--- config.mk ---
export PLATFORM = sky130hd
export DESIGN_NAME = vga_timing_gen
export DESIGN_NICKNAME = d
export VERILOG_FILES = /design/src/rtl/vga_timing_gen.sv
export SDC_FILE = /design/constraint.sdc
export NUM_CORES = 1
export LEC_CHECK = 0
export ABC_AREA = 1
export CAP_MARGIN = 20
export CORE_MARGIN = 2
export CORE_UTILIZATION = 45
export DETAILED_ROUTE_END_ITERATION = 6
export HOLD_SLACK_MARGIN = 0.15
export PLACE_DENSITY = 0.72
export SLEW_MARGIN = 20
export SYNTH_ARGS = -nofsm -noshare
export SYNTH_HDL_FRONTEND = slang
export SYNTH_SLANG_ARGS = --single-unit
--- constraint.sdc ---
create_clock -name pclk -period 4.3 [get_ports pclk]
set_clock_uncertainty 0.15 [all_clocks]
set_input_delay 0.86 -clock pclk [delete_from_list [all_inputs] [get_ports pclk]]
set_output_delay 0.86 -clock pclk [all_outputs]
set_load 0.1 [all_outputs]
--- src/rtl/vga_timing_gen.sv ---
// Raster timing generator: one H+V counter pair with registered blank/sync aligned to the
// counts, decoded line/frame strobes, a wrapping frame counter and a programmable line hit.
module vga_timing_gen #(
  parameter int unsigned H_ACTIVE   = 800,
  parameter int unsigned H_FP       = 40,
  parameter int unsigned H_SYNC     = 128,
  parameter int unsigned H_BP       = 88,
  parameter int unsigned V_ACTIVE   = 600,
  parameter int unsigned V_FP       = 1,
  parameter int unsigned V_SYNC     = 4,
  parameter int unsigned V_BP       = 23,
  parameter bit          H_SYNC_POL = 1'b1,
  parameter bit          V_SYNC_POL = 1'b1,
  parameter int unsigned CNT_W      = 11,
  parameter int unsigned FRAME_W    = 8
) (
  input  logic               pclk,
  input  logic               rst,
  input  logic               en,
  input  logic [CNT_W-1:0]   line_match,
  output logic [CNT_W-1:0]   hcount,
  output logic [CNT_W-1:0]   vcount,
  output logic               hblnk,
  output logic               vblnk,
  output logic               hsync,
  output logic               vsync,
  output logic               end_of_line,
  output logic               end_of_frame,
  output logic               line_hit,
  output logic [FRAME_W-1:0] frame_cnt
);

  localparam int unsigned H_TOT = H_ACTIVE + H_FP + H_SYNC + H_BP;
  localparam int unsigned V_TOT = V_ACTIVE + V_FP + V_SYNC + V_BP;
  localparam longint unsigned CntLim = 64'd1 << CNT_W;

  if (H_ACTIVE == 0 || H_SYNC == 0 || V_ACTIVE == 0 || V_SYNC == 0) begin : g_bad_zero
    $error("vga_timing_gen: ACTIVE and SYNC widths must be non-zero");
  end
  if ((longint'(H_TOT) - 1) >= CntLim || (longint'(V_TOT) - 1) >= CntLim) begin : g_bad_width
    $error("vga_timing_gen: H_TOT-1 or V_TOT-1 does not fit in CNT_W");
  end

  localparam logic [CNT_W-1:0] HMax     = CNT_W'(H_TOT - 1);
  localparam logic [CNT_W-1:0] VMax     = CNT_W'(V_TOT - 1);
  localparam logic [CNT_W-1:0] HActive  = CNT_W'(H_ACTIVE);
  localparam logic [CNT_W-1:0] VActive  = CNT_W'(V_ACTIVE);
  localparam logic [CNT_W-1:0] HsStart  = CNT_W'(H_ACTIVE + H_FP);
  localparam logic [CNT_W-1:0] HsEnd    = CNT_W'(H_ACTIVE + H_FP + H_SYNC - 1);
  localparam logic [CNT_W-1:0] VsStart  = CNT_W'(V_ACTIVE + V_FP);
  localparam logic [CNT_W-1:0] VsEnd    = CNT_W'(V_ACTIVE + V_FP + V_SYNC - 1);

  logic [CNT_W-1:0]   hcount_q, hcount_d;
  logic [CNT_W-1:0]   vcount_q, vcount_d;
  logic [FRAME_W-1:0] frame_cnt_q, frame_cnt_d;
  logic               hblnk_q, hblnk_d;
  logic               vblnk_q, vblnk_d;
  logic               hsync_q, hsync_d;
  logic               vsync_q, vsync_d;
  logic               h_wrap, v_wrap;

  assign h_wrap = (hcount_q == HMax);
  assign v_wrap = (vcount_q == VMax);

  // Blank/sync are derived from the next counts so they line up with the counts they describe.
  always_comb begin
    hcount_d    = hcount_q;
    vcount_d    = vcount_q;
    frame_cnt_d = frame_cnt_q;
    hblnk_d     = hblnk_q;
    vblnk_d     = vblnk_q;
    hsync_d     = hsync_q;
    vsync_d     = vsync_q;
    if (en) begin
      hcount_d = h_wrap ? '0 : hcount_q + 1'b1;
      if (h_wrap) begin
        vcount_d = v_wrap ? '0 : vcount_q + 1'b1;
      end
      if (h_wrap && v_wrap) begin
        frame_cnt_d = frame_cnt_q + 1'b1;
      end
      hblnk_d = (hcount_d >= HActive);
      vblnk_d = (vcount_d >= VActive);
      hsync_d = (hcount_d >= HsStart && hcount_d <= HsEnd) ? H_SYNC_POL : ~H_SYNC_POL;
      vsync_d = (vcount_d >= VsStart && vcount_d <= VsEnd) ? V_SYNC_POL : ~V_SYNC_POL;
    end
  end

  always_ff @(posedge pclk) begin
    if (rst) begin
      hcount_q    <= '0;
      vcount_q    <= '0;
      frame_cnt_q <= '0;
      hblnk_q     <= 1'b0;
      vblnk_q     <= 1'b0;
      hsync_q     <= ~H_SYNC_POL;
      vsync_q     <= ~V_SYNC_POL;
    end else begin
      hcount_q    <= hcount_d;
      vcount_q    <= vcount_d;
      frame_cnt_q <= frame_cnt_d;
      hblnk_q     <= hblnk_d;
      vblnk_q     <= vblnk_d;
      hsync_q     <= hsync_d;
      vsync_q     <= vsync_d;
    end
  end

  assign hcount       = hcount_q;
  assign vcount       = vcount_q;
  assign frame_cnt    = frame_cnt_q;
  assign hblnk        = hblnk_q;
  assign vblnk        = vblnk_q;
  assign hsync        = hsync_q;
  assign vsync        = vsync_q;
  assign end_of_line  = h_wrap;
  assign end_of_frame = h_wrap && v_wrap;
  assign line_hit     = (hcount_q == '0) && (vcount_q == line_match);

endmodule
==> metrics.txt <==
status=finished, final reports clean; PostCTS Resize Cnt=0; Post-Layout Inst Area=3040 µm²; Seq/Total Area, Yosys=28.5%; largest net degree at the start of global routing=35; Vias=2,583; Post-Route WL=~6.6 mm; Placer Congestion=0.912; DR iter-0 viols=about 210; TNS Setup=0 ns; FF-to-FF path depth=13; Fin Hold WS=0.324 ns; hold buffer count at cts=0; crit path DAT=2.41 ns; Synth top cells by count=nand2_1 (71), inv_1 (56), dfxtp_1 (34); P&R area growth vs syn=27.3%; Sw Share=38.4%; Initial Utilization=roughly 47%; initial antenna violation count=0; Mapped Cells=368; GRT Residual Overflow=0; Hold Fails Final Rpt=0; Yosys warnings=0; clock net sink count=34; CP Capture Type=output pin; FP Rows=26; remaining antenna violation count=0; top cells by area, synth=dfxtp_1 (28%), nand2_1 (11%), inv_1 (8.8%); Crit Path Max Fanout=2; final core occ=59.6%; final worst path period need=3.42 ns; ratio of routed vias to standard cells=roughly 5.3; count leader, synth=nand2_1; fraction of layout cells with a size suffix above 1=8.89%; leakage=1.30 nW; Async S/R FF share, synth=0%; number of enable flip-flop cells after synthesis=0; placed cell areas=2950 µm²; clk_lat worst skew=0.28 ns; deepest clock path buffer count=2; Critical Path Source Type=primary input; io pins=51; global-route wire length before repair=10.8 mm; PD cells=281 nW/µm²; vias in the first global route=2,299; clock root buffer=clkbuf_8; Die Span X=76.9 µm; cell area after synthesis=roughly 2400 µm²; area of the core=5110 µm²; Main synth FF type=dfxtp_1; RSZ-0062 raised after global routing=no; fin nets=434; sequential share of power=41.6%; hold depth=2; total CTS buffers=5; max-cap violation count=0; Max VDD drop=0.157 mV; share of the synthesized area in the top cell type=28.5%; DR DRC count=0; fmax=between 0.2 and 0.3 GHz; drt pass-1 iters=5; Seq cells post-synth=34; Reg clk slew, reported paths=0.07 ns; final worst-path cycle share=79.6%; I/O Buffers=50; Die Span Y=76.9 µm; crit path kind=in2out; Hold Crit Class=reg2reg; final slew viol count=0; # H-tree levels=2; die area=around 5900 µm²; # setup viols final=0; DP Wirelength=4.94 mm; Synth area leader=dfxtp_1; Avg WL per Cell=13.6 µm; switching power=0.000328 W; Post-CTS Setup Bufs=0; Tot GR Track Use=22.2%; WP data required=3.29 ns; TritonCTS clock tree=done; Syn Area/Cell=6.49 µm²; Antenna Cells=0; Slew HR=34.7%; Mapped Nets=between 300 and 400; clock group share of total power=29.2%; Int Pwr=0.000526 W; Slew @ Worst Pin=just under 1 ns; Fillers=513; Gate power share=29.2%; Unique masters post-synth=38
-- metal layers --
metal | global-route usage (%) | part of all wire (%) | up-vias
met5 | 0 | 0 | -
met4 | 6.00 | 1.0 | 0
met3 | 3.41 | 6.3 | 9
met2 | 34.3 | 44 | 84
met1 | 32.0 | 49 | 1173
li1 | - | - | 1317
-- per-stage QoR --
step / worst slack [ns] / instances / total power [W]
3_5_place_dp: 0.884 / 478 / 0.000610
2_1_floorplan: 0.209 / 368 / 0.000545
5_1_grt: 0.741 / 486 / 0.000896
6_report: 0.878 / 486 / 0.000854
3_3_place_gp: 0.903 / 478 / 0.000608
4_1_cts: 0.855 / 486 / 0.000862
-- layout make-up --
class                   instances  area (µm²)  share of cell area (%)
flip-flops and latches         34         681                    22.4
clock buffers                   6        82.6                    2.71
repair buffers                 52         520                    17.1
clock inverters                 2        12.5                   0.411
well taps                      70        87.6                    2.88
multi-input cells             263        1440                    47.2
inverters                      59         221                    7.28
-- path summary, 6_finish.rpt --
| check | start | end | slack [ns] |
|---|---|---|---|
| worst max register to register | vcount[0]$_SDFFE_PP0P_ | vsync$_SDFFE_PP0P_ | 1.77 |
| worst max-delay path | line_match[3] | line_hit | 0.88 |
| worst min register to register | frame_cnt[7]$_SDFFE_PP0P_ | frame_cnt[7]$_SDFFE_PP0P_ | 0.32 |
| worst min-delay path | frame_cnt[7]$_SDFFE_PP0P_ | frame_cnt[7]$_SDFFE_PP0P_ | 0.32 |
-- sequential cells by signal, summed over array words and instances (netlist names) --
| register | flops |
|---|---|
| hcount | 11 |
| frame_cnt | 8 |
| hblnk | 1 |
| hsync | 1 |
| vcount | 11 |
| vsync | 1 |
| vblnk | 1 |
-- power groups by stage --
stage	clock [W]	combinational [W]	sequential, W
after floorplan	0	0.0000882	0.000457
after global placement	0	0.000247	0.000361
after detailed placement	0	0.000248	0.000362
after CTS	0.000259	0.000249	0.000355
after global routing	0.000272	0.000266	0.000358
final	0.000249	0.000249	0.000355
-- critical path: stages --
cell	delay, ns
clkdlybuf4s50_1	0.48
o22ai_1	0.09
a2111oi_0	0.41
o2111ai_1	0.17
nor2_1	0.20
buf_12	0.20
-- cells in the final DEF (no fill, tap or decap), types with 2 or more instances in the layout --
cell,instances
nand3_1,24
nor2_1,27
clkdlybuf4s50_1,47
ha_1,5
nor4_1,3
nand2_2,2
nor2_4,5
o21ai_0,31
buf_4,4
nand4_1,13
xor2_1,10
clkbuf_8,6
nor2_2,5
nand3_2,5
a211oi_1,2
a21oi_1,29
o211a_1,2
o211ai_1,2
inv_1,56
nor3_1,7
o22ai_1,2
inv_2,3
dfxtp_1,34
o21ai_1,4
nand2_1,71
-- cells by family after synthesis --
family,count (synthesis),synth area share [%]
adder cells (fa/ha/maj),5,2.62
AO/OA/AOI/OAI,80,18.8
AND/OR/NAND/NOR,167,34.7
buffers and inverters,71,11.4
flip-flops,34,28.5
XOR/XNOR,11,4.03
No activity file was read; power rests on OpenSTA's default activity.
